==> config.mk <==
export PLATFORM = sky130hd
export DESIGN_NAME = mul_issue_ctrl
export DESIGN_NICKNAME = d
export VERILOG_FILES = /design/src/rtl/constants_pkg.sv /design/src/rtl/structure_pkg.sv /design/src/rtl/mul_track_shift.sv /design/src/rtl/mul_issue_ctrl.sv
export SDC_FILE = /design/constraint.sdc
export NUM_CORES = 1
export LEC_CHECK = 0
export ABC_AREA = 1
export ABC_CLOCK_PERIOD_IN_PS = 1700
export CORE_MARGIN = 5
export CORE_UTILIZATION = 49
export DETAILED_ROUTE_END_ITERATION = 6
export GPL_ROUTABILITY_DRIVEN = 1
export GPL_TIMING_DRIVEN = 0
export PLACE_DENSITY = 0.74
export SLEW_MARGIN = 30
export SYNTH_ARGS = -nofsm -noshare
export SYNTH_HDL_FRONTEND = slang
export SYNTH_SLANG_ARGS = --single-unit
==> constraint.sdc <==
create_clock -name clk -period 1.7 [get_ports clk]
set_clock_uncertainty 0.2 [all_clocks]
set_input_delay 0.17 -clock clk [delete_from_list [all_inputs] [get_ports clk]]
set_output_delay 0.17 -clock clk [all_outputs]
set_load 0.01 [all_outputs]
==> src/rtl/constants_pkg.sv <==
// Timing and width constants shared by the multiplier issue-control slice.
package constants_pkg;

    localparam int MUL_LATENCY    = 5;
    localparam int ALU_WB_LATENCY = 1;
    localparam int REG_ADDR_LEN   = 5;
    localparam int INFLIGHT_W     = 3;
    localparam int ISSUED_CNT_W   = 32;

endpackage : constants_pkg

==> src/rtl/structure_pkg.sv <==
// Shared record types for tracking multiplies in flight.
package structure_pkg;

    import constants_pkg::*;

    typedef struct packed {
        logic                    valid;
        logic                    dst_we;
        logic [REG_ADDR_LEN-1:0] dst;
    } mul_track_t;

    // A mul targeting x0 is still tracked, but it never writes the register file.
    function automatic mul_track_t make_track(input logic                    start,
                                              input logic                    we,
                                              input logic [REG_ADDR_LEN-1:0] dst);
        mul_track_t t;
        t.valid  = start;
        t.dst_we = we && (dst != '0);
        t.dst    = dst;
        return t;
    endfunction

endpackage : structure_pkg

==> src/rtl/mul_track_shift.sv <==
// Fixed-length shift register following each accepted mul to its writeback,
// plus the count of entries that have not yet reached the writeback slot.
module mul_track_shift
    import constants_pkg::*;
    import structure_pkg::*;
(
    input  logic                              clk,
    input  logic                              rst,
    input  mul_track_t                        in_entry,
    output mul_track_t [MUL_LATENCY:1]        pipe,
    output logic       [INFLIGHT_W-1:0]       pending_cnt
);

    // NOTE: sequential state uses non-blocking assignments so every stage
    // samples the pre-edge value of its neighbour. Only the valid bits are
    // reset; dst fields are don't-care while their valid bit is low.
    always_ff @(posedge clk) begin
        pipe[1] <= in_entry;
        for (int k = 2; k <= MUL_LATENCY; k++) begin
            pipe[k] <= pipe[k-1];
        end
        if (rst) begin
            for (int k = 1; k <= MUL_LATENCY; k++) begin
                pipe[k].valid <= 1'b0;
            end
        end
    end

    // NOTE: combinational outputs get a default first so no latch is inferred.
    always_comb begin
        pending_cnt = '0;
        for (int k = 1; k < MUL_LATENCY; k++) begin
            pending_cnt = pending_cnt + INFLIGHT_W'(pipe[k].valid);
        end
    end

endmodule : mul_track_shift

==> src/rtl/mul_issue_ctrl.sv <==
// Issue control for a fixed-latency multiplier: RAW/WAW and writeback-port
// hazard detection, multiplier start, writeback tagging and issue counters.
module mul_issue_ctrl
    import constants_pkg::*;
    import structure_pkg::*;
(
    input  logic                      clk,
    input  logic                      rst,
    input  logic                      issue_valid,
    input  logic                      issue_is_mul,
    input  logic                      issue_dst_we,
    input  logic [REG_ADDR_LEN-1:0]   issue_dst_reg,
    input  logic                      issue_src1_used,
    input  logic [REG_ADDR_LEN-1:0]   issue_src1_reg,
    input  logic                      issue_src2_used,
    input  logic [REG_ADDR_LEN-1:0]   issue_src2_reg,
    input  logic                      flush,
    output logic                      issue_stall,
    output logic                      mul_start,
    output logic                      wb_mul_valid,
    output logic [REG_ADDR_LEN-1:0]   wb_mul_dst,
    output logic                      mul_busy,
    output logic [INFLIGHT_W-1:0]     inflight_cnt,
    output logic [ISSUED_CNT_W-1:0]   mul_issued_cnt
);

    localparam int PORT_SLOT = MUL_LATENCY - ALU_WB_LATENCY;

    mul_track_t [MUL_LATENCY:1]  pipe;
    logic [INFLIGHT_W-1:0]       pending_cnt;
    logic [ISSUED_CNT_W-1:0]     issued_q;
    logic                        raw_hit;
    logic                        waw_hit;
    logic                        port_hit;
    logic                        unused_dst_we;

    mul_track_shift u_track (
        .clk         (clk),
        .rst         (rst),
        .in_entry    (make_track(mul_start, issue_dst_we, issue_dst_reg)),
        .pipe        (pipe),
        .pending_cnt (pending_cnt)
    );

    // The last slot is excluded: the register file is write-first, so a
    // consumer issued in the writeback cycle already sees the result.
    always_comb begin
        raw_hit = 1'b0;
        waw_hit = 1'b0;
        for (int k = 1; k < MUL_LATENCY; k++) begin
            if (pipe[k].valid) begin
                if (issue_src1_used && issue_src1_reg != '0 && issue_src1_reg == pipe[k].dst)
                    raw_hit = 1'b1;
                if (issue_src2_used && issue_src2_reg != '0 && issue_src2_reg == pipe[k].dst)
                    raw_hit = 1'b1;
                if (issue_dst_we && issue_dst_reg != '0 && issue_dst_reg == pipe[k].dst)
                    waw_hit = 1'b1;
            end
        end
    end

    // Muls own the writeback port; a non-mul landing there at the same time waits.
    assign port_hit    = !issue_is_mul && issue_dst_we && issue_dst_reg != '0
                         && pipe[PORT_SLOT].valid;
    assign issue_stall = issue_valid && (raw_hit || waw_hit || port_hit);
    assign mul_start   = issue_valid && issue_is_mul && !issue_stall && !flush && !rst;

    assign wb_mul_valid = pipe[MUL_LATENCY].valid && pipe[MUL_LATENCY].dst_we;
    assign wb_mul_dst   = pipe[MUL_LATENCY].dst;

    assign inflight_cnt = pending_cnt;
    assign mul_busy     = (pending_cnt != '0);

    always_ff @(posedge clk) begin
        if (rst)
            issued_q <= '0;
        else if (mul_start)
            issued_q <= issued_q + 1'b1;
    end

    assign mul_issued_cnt = issued_q;

    // Early-slot write enables only matter once they reach writeback.
    always_comb begin
        unused_dst_we = 1'b0;
        for (int k = 1; k < MUL_LATENCY; k++) begin
            unused_dst_we = unused_dst_we ^ pipe[k].dst_we;
        end
    end

endmodule : mul_issue_ctrl
Yosys cells after proc, flatten, opt, wreduce, memory -nomap -nowiden
Cells that the tools add are included.
Storage, ports and cells
  input bits: 23
  logic and storage cells: 86
  register bits after elaboration: 67
  output and inout bits: 44
Operators by class
  eq/ne operators: 12
  mux-type cells: 20
  reduce and logical (&&, ||, !) cells: 34
  add/subtract/negate cells: 4
Operators with widths (number)
  5-bit equality test: 12
  32-bit by 1-bit adder with 32-bit output, second input constant: 1
  1-bit logical AND: 24
  1-bit 2-to-1 mux: 20
  5-bit nonzero test: 3
  3-bit by 1-bit adder with 3-bit output: 2
  1-bit zero test: 4
  3-bit nonzero test: 1
  1-bit by 1-bit adder with 2-bit output: 1
  1-bit logical OR: 2

Logic depth before layout (Yosys ltp)
  depth in word-level cells: 22
  mapped depth: 14
  depth with buffers taken out: 13

By module
From an unflattened synthesis, not the netlist that was laid out.
Second synthesis, totals
  cell total of the unflattened synthesis: 565
  area, all modules: 3921.3 um^2
Modules (own cells, without submodules)
  mul_issue_ctrl: seq. area each 640.6 um^2, cells each 517, area each 3138.0 um^2, times used 1
  mul_track_shift: seq. area each 700.7 um^2, cells each 48, area each 783.3 um^2, times used 1

Worst setup path after synthesis
No wires, ideal clock.
  kind: register to output
  start point: register, netlist name u_track.pipe[6]
  end point: output port mul_busy
  path slack: -366 ps
  required time: 1330 ps
  data arrival time: 1696 ps
  path buffers: 0
  stages on the path, launching flop included: 5
  path through: dfxtp_1 ha_1 fa_1 ha_1 or3_1
Between the ends
  longest elaborated chain between the ends: 4
Ends and longest elaborated chain
  1-bit by 1-bit adder with 2-bit output: RTL line mul_track_shift.sv:33  | pending_cnt = pending_cnt + INFLIGHT_W'(pipe[k].valid);
  3-bit by 1-bit adder with 3-bit output (2 in series): RTL line mul_track_shift.sv:33
  via inflight_cnt[1]: RTL line mul_issue_ctrl.sv:23  | output logic [INFLIGHT_W-1:0] inflight_cnt,
  3-bit nonzero test: RTL line mul_issue_ctrl.sv:72  | assign mul_busy = (pending_cnt != '0);
  to (decl): RTL line mul_issue_ctrl.sv:22  | output logic mul_busy,
The timed path passes the listed nets, and every way through them passes these cells.

Worst setup path after layout
  start point: register, netlist name u_track.pipe[6]
  end point: output port mul_busy
Between the ends
  longest elaborated chain between the ends: 4
Ends and longest elaborated chain (RTL line)
  1-bit by 1-bit adder with 2-bit output: mul_track_shift.sv:33
  3-bit by 1-bit adder with 3-bit output (2 in series): mul_track_shift.sv:33
  3-bit nonzero test: mul_issue_ctrl.sv:72
Every way passes these cells.

==> metrics <==
worst reg2reg path depth=14; first-pass GRT wire length=just under 20000 um; max frequency=420 MHz; clk_lat worst skew=0.36 ns; wire per inst=around 16 um; drt pass-1 iters=7; # fillers=760; detailed placer's ending HPWL=~9000 um; area leader, netlist=dfxtp_1; diodes inserted=0; TritonCTS clock tree=built; WHS Path Cells=1; routed wire length=around 12000 um; synth unique cells=32; Worst Path Required=between 1 and 1.5 ns; maximum vdd drop=just over 0.6 mV; pins over their slew limit=0; period utilization=140%; Worst Hold Class=primary input to register; Total Nets Final=between 600 and 700; status=finished, violations left; Seq/Total Area, Yosys=33.6%; Syn Area/Cell=7.11 sq um; worst-case clock buffer depth=2; initial drt markers=238; met3 WL=between 800 and 900 um; final antenna-violating net count=0; CP max FO=2; final hold violation count=0; Root Buffer=clkbuf_8; Compound-Gate Fraction of Synth Area=between 5 and 6%; post-synthesis mux area share=0%; failing checks=negative setup slack; clock sink count=67; Routability Congestion=a little under 1; vias in the first global route=around 3700; design area=between 5000 and 6000 sq um; Pleak=around 2.4 nW; Power Density=between 600 and 700 nW/um^2; htree depth=3; share of the synthesized area in the top cell type=roughly 34%; met2 wire length=between 5000 and 6000 um; critical path arrival=around 2 ns; setup violators final=39; cells after synthesis=between 500 and 600; Max-slew headroom=between 50% and 60%; Max Cap Viol=0; DR vias=~4000; core area=just over 8000 sq um; Final min period=2.38 ns; Initial Util=roughly half; worst slew pin tran=approximately 0.64 ns; critical setup path kind=register to primary output; Synth Area in Simple Gates=between 30% and 40%; gr usage total=around 24%; Syn. warnings=0; RSZ-0062 raised after global routing=true; layout cells sized above 1=roughly a quarter; syn_nets=roughly 590; total congestion overflow=0; DR vias/cell=around 5.3; Die Span X=about 100 um; post-synthesis adder-cell area fraction=between 1 and 1.5%; DP Area=~4800 sq um; Die Span Y=100 um; top layer in use=met4; area grow syn2layout=33.5%; Buffers on Ports=57; setup tns final=-14.68 ns; synth top area cells=dfxtp_1 (34%), nand2_1 (14%), xor2_1 (8.3%); clock-pin slew on the worst setup and hold paths=0.08 ns; initial antenna violation count=0; crit path launch type=register; DRC viols=0; #FFs+latches synth=67; met1 wire length=roughly 5600 um; largest net degree at the start of global routing=14; synthesized area=3990 sq um; die area=~10000 sq um; row count=33; final setup margin=-0.679 ns; Num CTS Buffers=9; crit end category=primary output; XOR/XNOR share of the synthesized area=~14%; Ports=67; largest family of logic cells by synthesized area=simple AND/OR/NAND/NOR gates
-- critical path: stages, from the launching register on --
cell,delay [ns]
dfxtp_4,0.36
ha_4,0.24
fa_2,0.39
ha_4,0.22
or3_4,0.32
buf_6,0.13
-- area by class of cell --
type                            instances  area (sq um)  share of cell area, %
Multi-Input combinational cell        417          2390                   44.8
Clock buffer                           10           138                   2.58
Clock inverter                          6          48.8                  0.915
Inverter                               47           176                   3.31
Sequential cell                        67          1450                   27.1
Buffer                                 31           255                   4.79
Tap cell                              105           131                   2.46
Timing Repair Buffer                   72           746                   14.0
-- through the flow --
stage          power [mW]  hold WS [ns]  setup slack, ns  instances  util [%]
5_1_grt              3.50        0.0168           -0.773        755      65.9
4_1_cts              3.35       0.00703           -0.630        754      64.3
6_report             3.37       0.00797           -0.679        755      65.9
3_3_place_gp         2.06         0.111            -1.18        724      59.6
3_5_place_dp         2.06         0.112            -1.16        724      59.6
2_1_floorplan        1.93      -0.00226           -0.221        562         -
-- cells by family (layout without fill, tap and decap cells) --
family / count (synthesis) / count (layout)
xor gates and xnor gates: 63 / 63
and+or+nand+nor: 308 / 308
DFF: 67 / 67
AOI/OAI and AO/OA: 42 / 42
buffers and inverters: 78 / 166
adders and majority gates: 4 / 4
-- cell usage after synthesis, drive strengths merged --
library cell / number
nor3: 18
clkbuf: 7
xor2: 38
ha: 3
nand4: 42
or2: 4
nand3: 20
dfxtp: 67
nand3b: 1
fa: 1
inv: 47
or3: 1
buf: 24
xnor2: 25
nand2: 161
a21oi: 36
a21boi: 1
nor2: 61
o21ai: 5
-- path summary, 6_finish.rpt --
| kind | slack (ns) | to | startpoint |
|---|---|---|---|
| max reg2reg | -0.40 | mul_issued_cnt[19] | u_track.pipe[18] |
| max | -0.68 | mul_busy | u_track.pipe[6] |
| min | 0.008 | u_track.pipe[3] | issue_dst_reg[3] |
| min reg2reg | 0.13 | u_track.pipe[33] | u_track.pipe[26] |
-- layout by cell type (no fill, tap or decap), drive strengths merged, types with 4 or more instances in the layout --
cell type,Yosys,layout
xnor2,25,25
dlymetal6s2s,0,16
nand2,161,161
nor2,61,61
dfxtp,67,67
xor2,38,38
a21oi,36,36
nand3,20,20
nand4,42,42
clkbuf,7,17
inv,47,49
o21ai,5,5
nor3,18,18
clkdlybuf4s50,0,27
buf,24,42
or2,4,4
dlygate4sd2,0,8
-- metal layers --
layer / track usage [%] / vias up
li1: - / 1969
met3: 5.07 / 23
met4: 6.74 / 0
met1: 34.8 / 1839
met2: 37.4 / 160
met5: 0 / -
-- flip-flops by register name, summed over array words and instances (netlist names) --
| register | flops |
|---|---|
| mul_issued_cnt | 32 |
| u_track.pipe | 35 |
-- power breakdown --
group,total [mW],internal (mW),switching [mW]
Combinational,0.400,0.193,0.207
Clock,1.32,0.583,0.735
Sequential,1.65,1.59,0.0550
-- repair_timing --
item                       in CTS  in global routing
buffers inserted                9                  1
hold buffers                    3                  0
hold endpoints to repair        3                  0
setup endpoints to repair      63                 60
resized for setup              78                 37
gates cloned                    2                  0
pin swaps                      12                 12
No activity file was read; power rests on OpenSTA's default activity.
==> variant 1 (config.mk and constraints unchanged) <==
Make the reset (`rst`) asynchronous in one clocked block.
--- a/src/rtl/mul_issue_ctrl.sv
+++ b/src/rtl/mul_issue_ctrl.sv
@@ -72,5 +72,5 @@
     assign mul_busy     = (pending_cnt != '0);
 
-    always_ff @(posedge clk) begin
+    always_ff @(posedge clk or posedge rst) begin
         if (rst)
             issued_q <= '0;
Check against the original RTL: differs if rst is asserted again (counterexample within 4 cycles, from zero or initial values and one cycle with rst high); with rst held inactive, the same outputs for 10 cycles.
==> variant 1 against the original RTL <==
- the run still ends with negative setup slack left
- first-iteration DRC count is 7.6% higher
- cell area grew 5.2%
- sequential cell count stayed put
- synthesized area increased by 0.44%
- total power is 10% higher
- synthesized cell count rose by 0.71%
- worst setup slack better by 0.045 ns
- utilization up 3.4 points
- fmax is 1.9% higher
- wire length increased by 2.1%
==> variant 1: results (changes against the original RTL) <==
DP Area=4790 um2 (was 4820 um2); sequential element share of the synthesized area=0.374 (was 0.336); drt initial violations=256 (was 238); asr flop ratio synth=0.478 (was 0); hold path cells=0 (was 1); WP data arrival=1.96 ns (was 2.01 ns); dpl hpwl=8.30 mm (was 8.98 mm); vias=4251 (was 3991); worst setup margin=-0.634 ns (was -0.679 ns); Post-Syn Nets=593 (was 589); top cells by count, synth=199 x nand2_1, 53 x nor2_1, 45 x inv_1, 44 x nand4_1, 35 x dfxtp_1 (was 148 x nand2_1, 67 x dfxtp_1, 56 x nor2_1, 42 x nand4_1, 41 x inv_1); FF-to-FF End=mul_issued_cnt[21] (was mul_issued_cnt[19]); Sw Share=0.288 (was 0.296); LEAKAGE=3.03 nW (was 2.41 nW); dpl ws=-1.29 ns (was -1.16 ns); yosys warns=0 (unchanged); outcome=complete, but fails checks (unchanged); worst-margin pin slew=0.670 ns (was 0.642 ns); drt first pass iters=5 (was 7); worst min-delay path class=flop to flop (was primary input to flop); H-tree depth=3 (unchanged); worst reg2reg setup slack=-0.48 ns (was -0.40 ns); GPL Wtd Cong=0.978 (was 0.962); WHS Endpoint=u_track.pipe[33] (was u_track.pipe[3]); Total GRT Usage=0.253 (was 0.244); top cells by area, synth=dfrtp_1 20%, nand2_1 19%, dfxtp_1 17%, xor2_1 7.0%, nand4_1 6.9% (was dfxtp_1 34%, nand2_1 14%, xor2_1 8.3%, nand4_1 6.6%, xnor2_1 5.5%); largest net degree at the start of global routing=33 (was 14); max reg flops=35 (unchanged); fraction of final layout cells sized beyond drive strength 1=0.249 (was 0.257); WL/cell=15.5 um (was 16.1 um); failing checks=negative setup slack (unchanged); Fillers=680 (was 760); Worst VDD drop=0.436 mV (was 0.603 mV); Hold Path Origin=u_track.pipe[26] (was issue_dst_reg[3]); number of setup violations in the final report=39 (unchanged); vias in the first global route=4051 (was 3693); R2R depth=15 (was 14); layout net count=718 (was 672); CTS Buf Count=9 (unchanged); I/O Buffers=56 (was 57); first-pass GRT wire length=20.1 mm (was 19.3 mm)
-- variant 1: cell count changes after synthesis, sizes merged, moves of 3 or more --
cell	change
nand2	+39
dfrtp	+32
dfxtp	-32
a21oi	-31
xor2	-6
inv	+5
nor2	-5
nor3	-5
nor4	+3
-- variant 1: repair_timing --
action	4_1_cts	5_1_grt
endpoints found under the setup margin	69	54
endpoints found under the hold margin	4	1
resized for setup	97	30
hold buffers	4	1
buffers inserted	39	11
cloned	3	0
pin swaps	19	8
-- variant 1: worst max path at each step --
stage	slack, ns	to
6_report	-0.63	mul_busy
4_1_cts	-0.63	mul_busy
3_3_place_gp	-1.25	mul_start
2_1_floorplan	-0.22	mul_issued_cnt[20]
3_5_place_dp	-1.29	mul_start
5_1_grt	-0.70	mul_busy
-- variant 1: worst max-delay path, stage by stage (launching register included) --
cell     delay, ns
dfxtp_4       0.36
ha_4          0.23
fa_2          0.35
ha_4          0.22
or3_4         0.32
buf_6         0.13
-- variant 1: cell type report --
| type | instances | area share |
|---|---|---|
| buffer | 29 | 0.0372 |
| clock inverter | 4 | 0.00491 |
| sequential | 67 | 0.278 |
| tap | 105 | 0.0234 |
| clock buffer | 12 | 0.0317 |
| multi-input combinational | 418 | 0.401 |
| timing repair buffer | 114 | 0.189 |
| inverter | 52 | 0.0348 |
-- variant 1: cells by family (layout without fill, tap and decap cells) --
| group | after synthesis | after routing | share of synthesized area |
|---|---|---|---|
| xor gates and xnor gates | 59 | 59 | 0.129 |
| adders and majority gates | 4 | 4 | 0.0143 |
| and+or+nand+nor | 344 | 344 | 0.375 |
| buffers and inverters | 81 | 211 | 0.0929 |
| DFF | 67 | 67 | 0.374 |
| AOI/OAI and AO/OA | 11 | 11 | 0.0143 |
-- variant 1: layer usage --
layer	up-vias	part of all wire	track usage	wire, um
met3	32	0.061	0.0574	758
met2	168	0.49	0.412	6030
li1	2043	-	-	-
met1	2008	0.43	0.330	5280
met4	0	0.026	0.0870	317
met5	-	0	0	0
-- variant 1: metrics by stage --
step	TNS (ns)	power, W	utilization	hold WS, ns	std cells
after global placement	-38.38	0.00224	0.592	0.113	727
after detailed placement	-29.56	0.00226	0.592	0.115	727
after CTS	-14.60	0.00367	0.674	0.00337	789
after floorplan	-0.820	0.00206	-	-0.00228	566
after global routing	-21.62	0.00387	0.693	0.146	801
final	-16.59	0.00371	0.693	0.131	801
-- variant 1: power by group through the flow --
stage                     sequential, W  clock (W)  combinational, W
after floorplan                 0.00176          0          0.000303
after global placement          0.00177          0          0.000479
after detailed placement        0.00177          0          0.000496
after CTS                       0.00173    0.00138          0.000557
after global routing            0.00174    0.00147          0.000665
final                           0.00173    0.00138          0.000604
==> variant 2 (same settings) <==
Without the edit above. The package constant `MUL_LATENCY` goes from 5 to 4.
--- a/src/rtl/constants_pkg.sv
+++ b/src/rtl/constants_pkg.sv
@@ -2,5 +2,5 @@
 package constants_pkg;
 
-    localparam int MUL_LATENCY    = 5;
+    localparam int MUL_LATENCY    = 4;
     localparam int ALU_WB_LATENCY = 1;
     localparam int REG_ADDR_LEN   = 5;
Formal check against the unedited RTL: not equivalent (Yosys sat finds a counterexample within 4 cycles, from zero or initial values and one cycle with rst high).
==> variant 2 against the original RTL <==
- the flow still finishes with violations (negative setup slack)
- first-iteration DRC count grew 17%
- largest power group is now clock
- sequential cell count down 7
- synthesized area decreased by 14%
- count of clock-buffer cells in the layout decreased by 1
- total power grew 5.4%
- cell area fell by 0.70%
- critical path type unchanged
- fmax rose by 4.7%
- global-route usage decreased by 0.78 points
- wire length fell by 9.7%
- worst setup slack better by 0.11 ns
- sequential power fell by 11%
==> variant 2: results (changes against the original RTL) <==
dpl ws=-1.08 ns (was -1.16 ns); Layout non-clock buf frac=0.206 (was 0.188); Multi-In Gates=381 (was 417); met3 Usage GRT=0.0449 (was 0.0507); Top delay family on crit path=simple AND/OR/NAND/NOR gates (was adder cells); Hold Path Origin=rst (was issue_dst_reg[3]); Synth Area in XOR/XNOR=0.137 (was 0.138); Signal buffers=106 (was 103); Yosys reg bits=60 (was 67); vias in the first global route=3326 (was 3693); Worst Path Max Fanout=5 (was 2); drt first pass iters=4 (was 7); number of setup violations in the final report=38 (was 39); Total GRT Usage=0.236 (was 0.244); post-synthesis compound-gate area fraction=0.0522 (was 0.0542); outcome=complete, but fails checks (unchanged); fraction of area in multi-input gates=0.448 (about the same); unique cell type count in the Yosys netlist=29 (was 32); worst setup margin=-0.571 ns (was -0.679 ns); largest net degree at the start of global routing=12 (was 14); failing checks=negative setup slack (unchanged); drt initial violations=279 (was 238); top cells by area, synth=dfxtp_1 35%, nand2_1 16%, xor2_1 8.1%, nand3_1 6.8%, nor2_1 6.4% (was dfxtp_1 34%, nand2_1 14%, xor2_1 8.3%, nand4_1 6.6%, xnor2_1 5.5%); LEAKAGE=2.34 nW (was 2.41 nW); Crit. path cell count=12 (was 5); clock network area share=0.0496 (was 0.0350); Psw=0.000841 W (was 0.000997 W); GPL Wtd Cong=0.902 (was 0.962); sequential element share of the synthesized area=0.348 (was 0.336); WHS Endpoint=mul_issued_cnt[21] (was u_track.pipe[3]); WP data arrival=1.90 ns (was 2.01 ns); layout net count=627 (was 672); drt total wl=11.0 mm (was 12.1 mm)
-- variant 2: per-stage QoR --
step | util | std cells | area [um2] | setup TNS, ns | hold WS, ns
finish | 0.775 | 700 | 5300 | -13.99 | 0.0975
global route | 0.775 | 700 | 5300 | -17.39 | 0.120
CTS | 0.698 | 691 | 4770 | -11.19 | 0.0661
detailed placement | 0.625 | 661 | 4270 | -25.63 | 0.114
global placement | 0.625 | 661 | 4270 | -23.86 | 0.111
floorplan | - | 500 | 3500 | -0.0216 | -0.00228
-- variant 2: power groups by stage --
stage / registers [W] / clock network (W) / logic, W
finish: 0.00147 / 0.00173 / 0.000353
global route: 0.00147 / 0.00179 / 0.000385
CTS: 0.00148 / 0.00174 / 0.000311
detailed placement: 0.00152 / 0 / 0.000297
global placement: 0.00151 / 0 / 0.000291
floorplan: 0.00150 / 0 / 0.000172
